<file path="src/rtl/crc8_frame_tx.sv">
// Serial CRC-8 frame transmitter: parallel payload in, LSB-first payload bits
// out followed by the MSB-first CRC, with en/capture strobes for the checker.
module crc8_frame_tx #(
    parameter int unsigned DATA_W = 64,
    parameter logic [7:0]  POLY   = 8'h07,
    parameter logic [7:0]  INIT   = 8'h00
) (
    input  logic              clk_i,
    input  logic              rst_i,
    input  logic [DATA_W-1:0] data_i,
    input  logic              valid_i,
    output logic              ready_o,
    output logic              data_o,
    output logic              en_o,
    output logic              capture_o,
    output logic              busy_o
);

    localparam int unsigned FRAME_W = DATA_W + 8;
    localparam int unsigned CNT_W   = $clog2(FRAME_W + 1);

    localparam logic [CNT_W-1:0] LAST_PAYLOAD = CNT_W'(DATA_W - 1);
    localparam logic [CNT_W-1:0] PRE_LAST     = CNT_W'(FRAME_W - 2);
    localparam logic [CNT_W-1:0] LAST_BIT     = CNT_W'(FRAME_W - 1);

    typedef enum logic [1:0] {
        ST_IDLE,
        ST_PAYLOAD,
        ST_CRC
    } state_t;

    state_t            state_q, state_d;
    logic [DATA_W-1:0] shift_q, shift_d;
    logic [7:0]        crc_q, crc_d, crc_step;
    logic [CNT_W-1:0]  cnt_q, cnt_d;
    logic              ready_d, data_d, en_d, capture_d, busy_d;
    logic              fb;

    // shift_q[0] is always the payload bit currently on data_o
    assign fb       = crc_q[7] ^ shift_q[0];
    assign crc_step = {crc_q[6:0], 1'b0} ^ (fb ? POLY : 8'h00);

    always_comb begin
        state_d   = state_q;
        shift_d   = shift_q;
        crc_d     = crc_q;
        cnt_d     = cnt_q;
        ready_d   = ready_o;
        data_d    = data_o;
        en_d      = en_o;
        capture_d = capture_o;
        busy_d    = busy_o;

        unique case (state_q)
            ST_IDLE: begin
                if (valid_i && ready_o) begin
                    state_d   = ST_PAYLOAD;
                    shift_d   = data_i;
                    crc_d     = INIT;
                    cnt_d     = '0;
                    data_d    = data_i[0];
                    en_d      = 1'b1;
                    capture_d = 1'b0;
                    busy_d    = 1'b1;
                    ready_d   = 1'b0;
                end
            end

            ST_PAYLOAD: begin
                crc_d   = crc_step;
                shift_d = shift_q >> 1;
                cnt_d   = cnt_q + CNT_W'(1);
                if (cnt_q == LAST_PAYLOAD) begin
                    state_d = ST_CRC;
                    data_d  = crc_step[7];
                end else begin
                    data_d  = shift_d[0];
                end
            end

            ST_CRC: begin
                // The finished CRC drains out of the register MSB-first.
                cnt_d  = cnt_q + CNT_W'(1);
                crc_d  = {crc_q[6:0], 1'b0};
                data_d = crc_q[6];
                if (cnt_q == PRE_LAST) begin
                    en_d      = 1'b0;
                    capture_d = 1'b1;
                end
                if (cnt_q == LAST_BIT) begin
                    state_d   = ST_IDLE;
                    crc_d     = INIT;
                    cnt_d     = '0;
                    data_d    = 1'b0;
                    en_d      = 1'b0;
                    capture_d = 1'b0;
                    busy_d    = 1'b0;
                    ready_d   = 1'b1;
                end
            end

            default: begin
                state_d   = ST_IDLE;
                cnt_d     = '0;
                data_d    = 1'b0;
                en_d      = 1'b0;
                capture_d = 1'b0;
                busy_d    = 1'b0;
                ready_d   = 1'b1;
            end
        endcase
    end

    always_ff @(posedge clk_i) begin
        if (rst_i) begin
            state_q   <= ST_IDLE;
            shift_q   <= '0;
            crc_q     <= INIT;
            cnt_q     <= '0;
            ready_o   <= 1'b1;
            data_o    <= 1'b0;
            en_o      <= 1'b0;
            capture_o <= 1'b0;
            busy_o    <= 1'b0;
        end else begin
            state_q   <= state_d;
            shift_q   <= shift_d;
            crc_q     <= crc_d;
            cnt_q     <= cnt_d;
            ready_o   <= ready_d;
            data_o    <= data_d;
            en_o      <= en_d;
            capture_o <= capture_d;
            busy_o    <= busy_d;
        end
    end

endmodule
</file>
<file path="config.mk">
export PLATFORM = sky130hd
export DESIGN_NAME = crc8_frame_tx
export DESIGN_NICKNAME = d
export VERILOG_FILES = /design/src/rtl/crc8_frame_tx.sv
export SDC_FILE = /design/constraint.sdc
export NUM_CORES = 1
export LEC_CHECK = 0
export BUFFER_PORTS_ARGS = -buffer_cell sky130_fd_sc_hd__buf_2
export CAP_MARGIN = 20
export CORE_MARGIN = 2
export CORE_UTILIZATION = 40
export CTS_CLUSTER_DIAMETER = 100
export DETAILED_ROUTE_END_ITERATION = 10
export GPL_TIMING_DRIVEN = 0
export PLACE_DENSITY = 0.72
export REMOVE_ABC_BUFFERS = 1
export SLEW_MARGIN = 5
export SYNTH_ARGS = -nofsm -noshare
export SYNTH_HDL_FRONTEND = slang
export SYNTH_SLANG_ARGS = --single-unit
</file>
<file path="constraint.sdc">
create_clock -name clk_i -period 2.4 [get_ports clk_i]
set_clock_uncertainty 0.15 [all_clocks]
set_input_delay 0.24 -clock clk_i [delete_from_list [all_inputs] [get_ports clk_i]]
set_output_delay 0.24 -clock clk_i [all_outputs]
set_load 0.02 [all_outputs]
</file>
## After elaboration in Yosys (flattened, before gate mapping)

Cells that the tools add are included.

- Input port bits: 67
- Word-level logic and storage cells: 60
- Output and inout port bits: 5
- Bits in registers: 86

- Reduce and logical (&&, ||, !) cells: 9
- Add/sub/neg operators: 1
- Bitwise logic cells: 3
- Eq/ne operators: 9
- Mux-type cells: 29

Operators with widths:

| kind | number |
|---|---|
| 64-bit one-hot mux with 2 select lines | 1 |
| 64-bit 2-to-1 mux | 1 |
| 8-bit one-hot mux with 3 select lines | 1 |
| 7-bit one-hot mux with 3 select lines | 1 |
| 8-bit 2-to-1 mux | 2 |
| 1-bit one-hot mux with 3 select lines | 5 |
| 7-bit equality test (second input constant) | 2 |
| 7-bit 2-to-1 mux | 2 |
| 1-bit 2-to-1 mux | 11 |
| 3-bit AND reduction | 3 |
| 8-bit by 3-bit bitwise XOR with 8-bit output | 1 |
| 7-bit by 1-bit adder with 7-bit output (second input constant) | 1 |
| 7-bit by 6-bit equality test with 1-bit output (second input constant) | 1 |
| 2-bit 2-to-1 mux | 3 |
| 2-bit != test (second input constant) | 3 |
| 2-bit one-hot mux with 3 select lines | 1 |
| 2-bit AND reduction | 2 |
| 3-bit 2-to-1 mux | 1 |
| 3-bit != test (second input constant) | 1 |
| 3-bit nonzero test | 1 |
| 2-bit by 1-bit equality test with 1-bit output (second input constant) | 1 |
| 2-bit equality test (second input constant) | 1 |
| 2-bit zero test | 1 |
| 2-bit nonzero test | 1 |
| 3 further kinds | 3 |

## Longest topological paths before layout

Gate-level depths: netlist of the first run.

- Word-level depth: 5
- Depth in mapped cells: 9
- Gate-level depth less buffers: 6

## Worst setup path after synthesis of the first run

OpenSTA, ideal clock, no wires.

- Kind: reg2reg
- Start point: register state_q[0]
- End point: register cnt_q[5]
- Clock period less this slack: 2.020 ns
- Setup time: 0.074 ns
- Stages on the path, launching flop included: 8
- Path buffers: 1
- Arrival time: 1.796 ns
- Data required time: 2.176 ns
- Path slack: 0.380 ns
- Cell sequence: dfxtp_1 > inv_1 > ha_1 > clkbuf_1 > a21boi_1 > a211o_1 > or4_1 > a31oi_1

- Word-level cells in the longest chain between the ends: 2
- Elaborated cells between the ends (all ways): 5
- Those cells by class: 3 x eq/ne; 1 x mux; 1 x reduce/logical

Ends and longest elaborated chain:

| item | RTL line | text |
|---|---|---|
| start, declared | 32 | `state_t state_q, state_d;` |
| start signal, assigned | 126 | `state_q <= state_d;` |
| 2-bit equality test (tied with other cells) | 54 | `unique case (state_q)` |
| 7-bit one-hot mux with 3 select lines or 2-bit != test (tied branches) | n/a |  |
| end signal, assigned | 129 | `cnt_q <= cnt_d;` |
| end, declared | 35 | `logic [CNT_W-1:0] cnt_q, cnt_d;` |

Parallel ways exist; a longest one is shown, timed or not.
A chain may end at the register's enable or synchronous reset.

## Worst setup path after layout of the first run

- Start point: register state_q[1]
- End point: register cnt_q[5]

Same word-level chain as after synthesis.

==> results of run 1 <==
synth_stat cells (3+ instances only):
master    count
or3_1         3
mux2i_1      65
clkbuf_1     22
nand2_1      19
o21ai_1       3
xnor2_1       3
nor2_1       74
dfxtp_1      86
inv_1         5
ha_1          7
buf_2        12
o21a_1        3
a211oi_1     66
a21oi_1      11
a31oi_1       3
a22o_1        4
nand3_1       9
cell families after synthesis:
logic type	count (synthesis)	synth area share
xor gates and xnor gates	3	0.00665
AOI/OAI and AO/OA	104	0.195
and+or+nand+nor	117	0.132
muxes	66	0.167
DFF	86	0.436
buffers and inverters	40	0.0418
adders and majority gates	7	0.0222
state kept, by name, summed over array words and instances, names as in the netlist:
| register | count |
|---|---|
| busy_o | 1 |
| capture_o | 1 |
| cnt_q | 7 |
| crc_q | 8 |
| data_o | 1 |
| en_o | 1 |
| ready_o | 1 |
| shift_q | 64 |
| state_q | 2 |
critical path: cells and delay by family, from the launching register on:
family | cells | cell delay (ns)
buf+inv | 2 | 0.30
compound gates | 2 | 0.52
fa+ha+maj | 1 | 0.23
flops | 1 | 0.36
simple gates | 2 | 0.61
final cells by class:
type                    instances  area share
well taps                     133      0.0348
inverters                       6     0.00471
flip-flops and latches         86       0.360
multi-input cells             298       0.445
clock buffers                   9      0.0259
repair buffers                 81       0.116
clock inverters                 7      0.0134
per-layer routing:
metal,GRT usage,up-vias
li1,-,1665
met3,0.0591,10
met5,0,-
met4,0.0516,2
met1,0.223,1571
met2,0.287,74
stage by stage:
| stage | hold slack, ns | util | TNS (ns) | std cells |
|---|---|---|---|---|
| 2_1_floorplan | 0.156 | - | -383.73 | 389 |
| 3_3_place_gp | 0.291 | 0.447 | -553.53 | 593 |
| 3_5_place_dp | 0.304 | 0.461 | -46.84 | 597 |
| 4_1_cts | 0.0356 | 0.489 | 0 | 619 |
| 5_1_grt | 0.0396 | 0.493 | 0 | 620 |
| 6_report | 0.0481 | 0.493 | 0 | 620 |
where the power goes:
group | switching [µW] | leakage [µW] | total, µW | internal (µW)
Clock | 599 | 0.0000975 | 1000 | 404
Sequential | 224 | 0.000708 | 2060 | 1830
Combinational | 1300 | 0.00102 | 2380 | 1080
Total | 2120 | 0.00183 | 5440 | 3320
worst paths after layout:
| check | from | endpoint | slack [ns] | cells past startpoint |
|---|---|---|---|---|
| worst max-delay path | state_q[1]$_SDFFE_PP0P_ | cnt_q[5]$_SDFFE_PP0P_ | 0.15 | 7 |
| worst min-delay path | data_i[41] | shift_q[41]$_SDFFE_PP0P_ | 0.05 | 3 |
| worst max register to register | state_q[1]$_SDFFE_PP0P_ | cnt_q[5]$_SDFFE_PP0P_ | 0.15 | 7 |
| worst min register to register | crc_q[7]$_SDFFE_PP0P_ | crc_q[7]$_SDFFE_PP0P_ | 0.32 | 2 |
cells in the final DEF (no fill, tap or decap), types with 5 or more instances in the layout:
master and count:
clkbuf_8 9, ha_1 5, buf_2 70, mux2i_1 65, a211oi_1 66, nor2_1 74
dfxtp_1 86, a21oi_1 10, buf_16 5, nand2_1 19, nand3_1 9, inv_6 5
timing repair:
item,in CTS,in global routing
gates cloned,1,1
buffers inserted,5,0
setup endpoints to repair,84,38
hold buffers,0,0
resized for setup,3,3
pin swaps,1,0
endpoints found under the hold margin,0,0
==> impl_metrics.py, run 1 <==
metrics = {
    "status": {
        "status": "complete, no violations",
    },
    "power": {
        "p_leak_uw": 0.00183,
        "p_total_uw": 5440,
        "vdd_ir_drop_max_v": 0.000600,
        "power.density_nw_per_um2": 1140,
    },
    "global_routing": {
        "antenna_found_initial": 1,
        "grt_max_degree": 84,
        "grt_first_pass_wirelength_mm": 15.0,
        "grt_pass1_vias": 3172,
        "gr-total-overflow": 0,
        "track_usage": 0.177,
    },
    "logic_synthesis": {
        "synth-seq-cells": 86,
        "synth_top_area_frac": 0.436,
        "syn_avg_cell_area_um2": 9.34,
        "synthTopCellsByArea": "dfxtp_1, mux2i_1, a211oi_1",
        "synth_cells": 423,
        "yosys.area.top_type": "dfxtp_1",
        "ys_warn_count": 0,
        "async_flop_share": 0,
        "synth_enable_flop_cells": 0,
        "synthesis.area_um2": 3950,
        "synth_ff_type": "dfxtp_1",
        "netlist-cell-type-count": 42,
        "ys_seq_area_frac": 0.436,
    },
    "cts": {
        "cts_tree": "built",
        "path_clk_slew_ns": 0.10,
        "htreeDepth": 3,
        "cts.sinks": 86,
        "cts-root-buf": "clkbuf_8",
        "cts_inserted_buffers": 9,
        "clkLatencyLatePin_ns": 0.36,
        "cts_buffer_depth": 2,
    },
    "place": {
        "portBuffers": 71,
        "dpl_cell_area_um2": 4470,
        "dpl.hpwl_mm": 5.52,
        "dpl_worst_slack_ns": -0.860,
        "finalWeightedCongestion": 0.799,
    },
    "route": {
        "firstDrtPassIters": 4,
        "met2_length_mm": 4.30,
        "drc_errors": 0,
        "detail-route-antenna-nets": 0,
        "dr_wl_met3_um": 555,
        "first_iter_violations": 87,
        "vias_per_cell": 5.36,
        "wl_per_cell_um": 14.8,
        "wl_met1_mm": 4.24,
        "highest_layer": "met5",
        "vias": 3322,
        "wirelength_mm": 9.19,
    },
    "setup_path": {
        "cp-start-kind": "flop",
        "crit_type": "reg2reg",
        "path_cells": "inv_2 > ha_4 > buf_4 > and3b_1 > a211o_1 > or4_1 > a31oi_1",
        "worst_path_max_delay_cell": "or4_1",
        "max_stage_delay_ns": 0.41,
        "crit_fanout": 5,
        "critPathCaptureType": "flop",
        "cp.required_ns": 2.53,
        "arrival_ns": 2.38,
    },
    "timing": {
        "hold_violations": 0,
        "fmax_ghz": 0.445,
        "slew_headroom": 0.422,
        "rsz0062_at_grt": "no",
        "maxSlewViolCount": 0,
        "finalSetupViolations": 0,
        "worst_slack_ns": 0.154,
        "post-route-min-period_ns": 2.25,
        "tightest_slew_ns": 0.868,
        "layout_worst_path_cycle_share": 0.936,
    },
    "floorplanning": {
        "start_util": 0.408,
        "coreArea_um2": 9680,
        "die_area_um2": 10700,
        "fp.dieH_um": 103,
        "rows": 36,
        "die_x_um": 103,
        "io_pins": 72,
    },
    "cells_and_area": {
        "multiInputGateArea_um2": 2130,
        "final_net_count": 556,
        "fillCellCount": 886,
        "diodes": 0,
        "regArea_um2": 1720,
        "syn_to_final_growth_pct": 20.9,
        "drive_above_1_share": 0.228,
        "design_area_um2": 4780,
    },
    "min_path": {
        "hp-class": "in2reg",
    },
    "flow_run": {
        "max_cap_violations": 0,
    },
}
(Power assumes the default switching activity.)
==> inputs of run 2 (changes only) <==
--- a/config.mk
+++ b/config.mk
@@ -7,12 +7,14 @@
 export LEC_CHECK = 0
 export BUFFER_PORTS_ARGS = -buffer_cell sky130_fd_sc_hd__buf_2
 export CAP_MARGIN = 20
+export CELL_PAD_IN_SITES_DETAIL_PLACEMENT = 0
+export CELL_PAD_IN_SITES_GLOBAL_PLACEMENT = 1
 export CORE_MARGIN = 2
 export CORE_UTILIZATION = 40
 export CTS_CLUSTER_DIAMETER = 100
 export DETAILED_ROUTE_END_ITERATION = 10
 export GPL_TIMING_DRIVEN = 0
-export PLACE_DENSITY = 0.72
+export PLACE_DENSITY = 0.87
 export REMOVE_ABC_BUFFERS = 1
 export SLEW_MARGIN = 5
 export SYNTH_ARGS = -nofsm -noshare
==> constraint.sdc (replaced) <==
create_clock -name clk_i -period 2.4 [get_ports clk_i]
set_clock_uncertainty 0.15 [all_clocks]
set_input_delay 0.48 -clock clk_i [delete_from_list [all_inputs] [get_ports clk_i]]
set_output_delay 0.48 -clock clk_i [all_outputs]
set_load 0.02 [all_outputs]
==> impl_metrics.py, run 2 (synthesis gave the netlist of run 1 again) <==
metrics = {
    "status": {
        "status": "complete, no violations",
    },
    "timing": {
        "hold_violations": 0,
        "post-route-min-period_ns": 2.26,
        "fmax_ghz": 0.443,
        "finalSetupViolations": 0,
        "tightest_slew_ns": 0.880,
        "layout_worst_path_cycle_share": 0.941,
        "maxSlewViolCount": 0,
        "slew_headroom": 0.414,
    },
    "cts": {
        "path_clk_slew_ns": 0.09,
        "cts_buffer_depth": 2,
        "cts.sinks": 86,
        "clkLatencyLatePin_ns": 0.36,
        "htreeDepth": 3,
        "cts_tree": "built",
        "cts-root-buf": "clkbuf_8",
        "cts_inserted_buffers": 9,
    },
    "route": {
        "first_iter_violations": 115,
        "detail-route-antenna-nets": 0,
        "vias_per_cell": 5.20,
        "vias": 3237,
        "wl_per_cell_um": 14.5,
        "firstDrtPassIters": 4,
        "wirelength_mm": 9.05,
        "drc_errors": 0,
    },
    "global_routing": {
        "grt_max_degree": 84,
        "antenna_found_initial": 0,
        "gr-total-overflow": 0,
        "grt_first_pass_wirelength_mm": 14.8,
        "grt_pass1_vias": 3035,
        "track_usage": 0.176,
    },
    "setup_path": {
        "path_cells": "inv_1 > ha_2 > a21boi_4 > a211o_1 > or4_1 > a31oi_1",
        "max_stage_delay_ns": 0.44,
        "crit_fanout": 16,
        "cp.required_ns": 2.53,
        "crit_type": "reg2reg",
        "critPathCaptureType": "flop",
        "reg2reg_depth": 6,
        "cp-start-kind": "flop",
        "arrival_ns": 2.39,
        "worst_path_max_delay_cell": "dfxtp_1",
    },
    "floorplanning": {
        "start_util": 0.408,
        "io_pins": 72,
        "fp.dieH_um": 103,
        "coreArea_um2": 9680,
        "rows": 36,
        "die_x_um": 103,
        "die_area_um2": 10700,
    },
    "place": {
        "finalWeightedCongestion": 0.766,
        "placedCellCount": 597,
        "dpl.hpwl_mm": 5.36,
        "portBuffers": 71,
    },
    "cells_and_area": {
        "regMostFlops": "shift_q",
        "multiInputGateArea_um2": 2120,
        "largest_reg_flops": 64,
        "diodes": 0,
        "fillCellCount": 932,
        "mostFrequentLayoutCells": "dfxtp_1, nor2_1, buf_2",
        "drive_above_1_share": 0.229,
        "regArea_um2": 1720,
        "syn_to_final_growth_pct": 21.5,
        "final_common_cell": "dfxtp_1",
        "reg_top3": "shift_q (64), crc_q (8), cnt_q (7)",
        "finalNonFillerCells": 622,
        "post-route-util": 0.496,
        "final_net_count": 558,
    },
    "flow_run": {
        "max_cap_violations": 0,
    },
    "power": {
        "power.density_nw_per_um2": 1140,
        "p_total_uw": 5480,
        "p_leak_uw": 0.00184,
        "vdd_ir_drop_max_v": 0.000390,
    },
    "min_path": {
        "hp-class": "in2reg",
        "hold_depth": 3,
    },
}
==> run 2: metal layers <==
metal / track usage / vias to the layer above / wire (µm)
li1: - / 1674 / -
met1: 0.235 / 1480 / 4230
met2: 0.267 / 73 / 4070
met3: 0.0591 / 10 / 629
met4: 0.0597 / 0 / 117
met5: 0 / - / 0
==> run 2: cell type report <==
| class | count | area share |
|---|---|---|
| sequential | 86 | 0.358 |
| inverter | 6 | 0.00469 |
| clock buffer | 13 | 0.0331 |
| tap | 133 | 0.0346 |
| timing repair buffer | 83 | 0.119 |
| clock inverter | 3 | 0.00886 |
| multi-input combinational | 298 | 0.442 |
==> run 2: path summary, 6_finish.rpt <==
kind / slack, ns / from / endpoint
setup / recovery: 0.14 / state_q[0]$_SDFFE_PP0P_ / cnt_q[5]$_SDFFE_PP0P_
hold / removal: 0.30 / data_i[27] / shift_q[27]$_SDFFE_PP0P_
setup reg to reg: 0.14 / state_q[0]$_SDFFE_PP0P_ / cnt_q[5]$_SDFFE_PP0P_
hold reg to reg: 0.31 / crc_q[3]$_SDFFE_PP0P_ / crc_q[3]$_SDFFE_PP0P_
==> run 2: power by group <==
group / internal [µW] / switching [µW] / total (µW)
sequential: 1830 / 224 / 2060
combinational: 1100 / 1270 / 2370
clock: 538 / 513 / 1050
==> run 2: through the flow <==
step,cell area [µm²],setup slack [ns],TNS (ns),hold slack (ns)
2_1_floorplan,3810,-5.50,-383.73,0.276
3_3_place_gp,4330,-7.98,-563.25,0.293
3_5_place_dp,4460,-0.494,-20.70,0.300
4_1_cts,4760,0.0326,0,0.282
5_1_grt,4800,-0.00233,-0.00233,0.292
6_report,4800,0.143,0,0.296
==> run 2: worst max-delay path: cells and delay by family, from the launching register on <==
family                   cells  cell delay (ns)
flip-flops                   1             0.44
buffers and inverters        1             0.12
adder cells (fa/ha/maj)      1             0.29
AO/OA/AOI/OAI                3             0.76
AND/OR/NAND/NOR              1             0.42
==> run 2: timing repair <==
action,CTS,global route
resized for setup,4,3
pin swaps,1,0
setup buffers,4,2
endpoints found under the setup margin,83,13
gates cloned,2,1
hold buffers,0,0
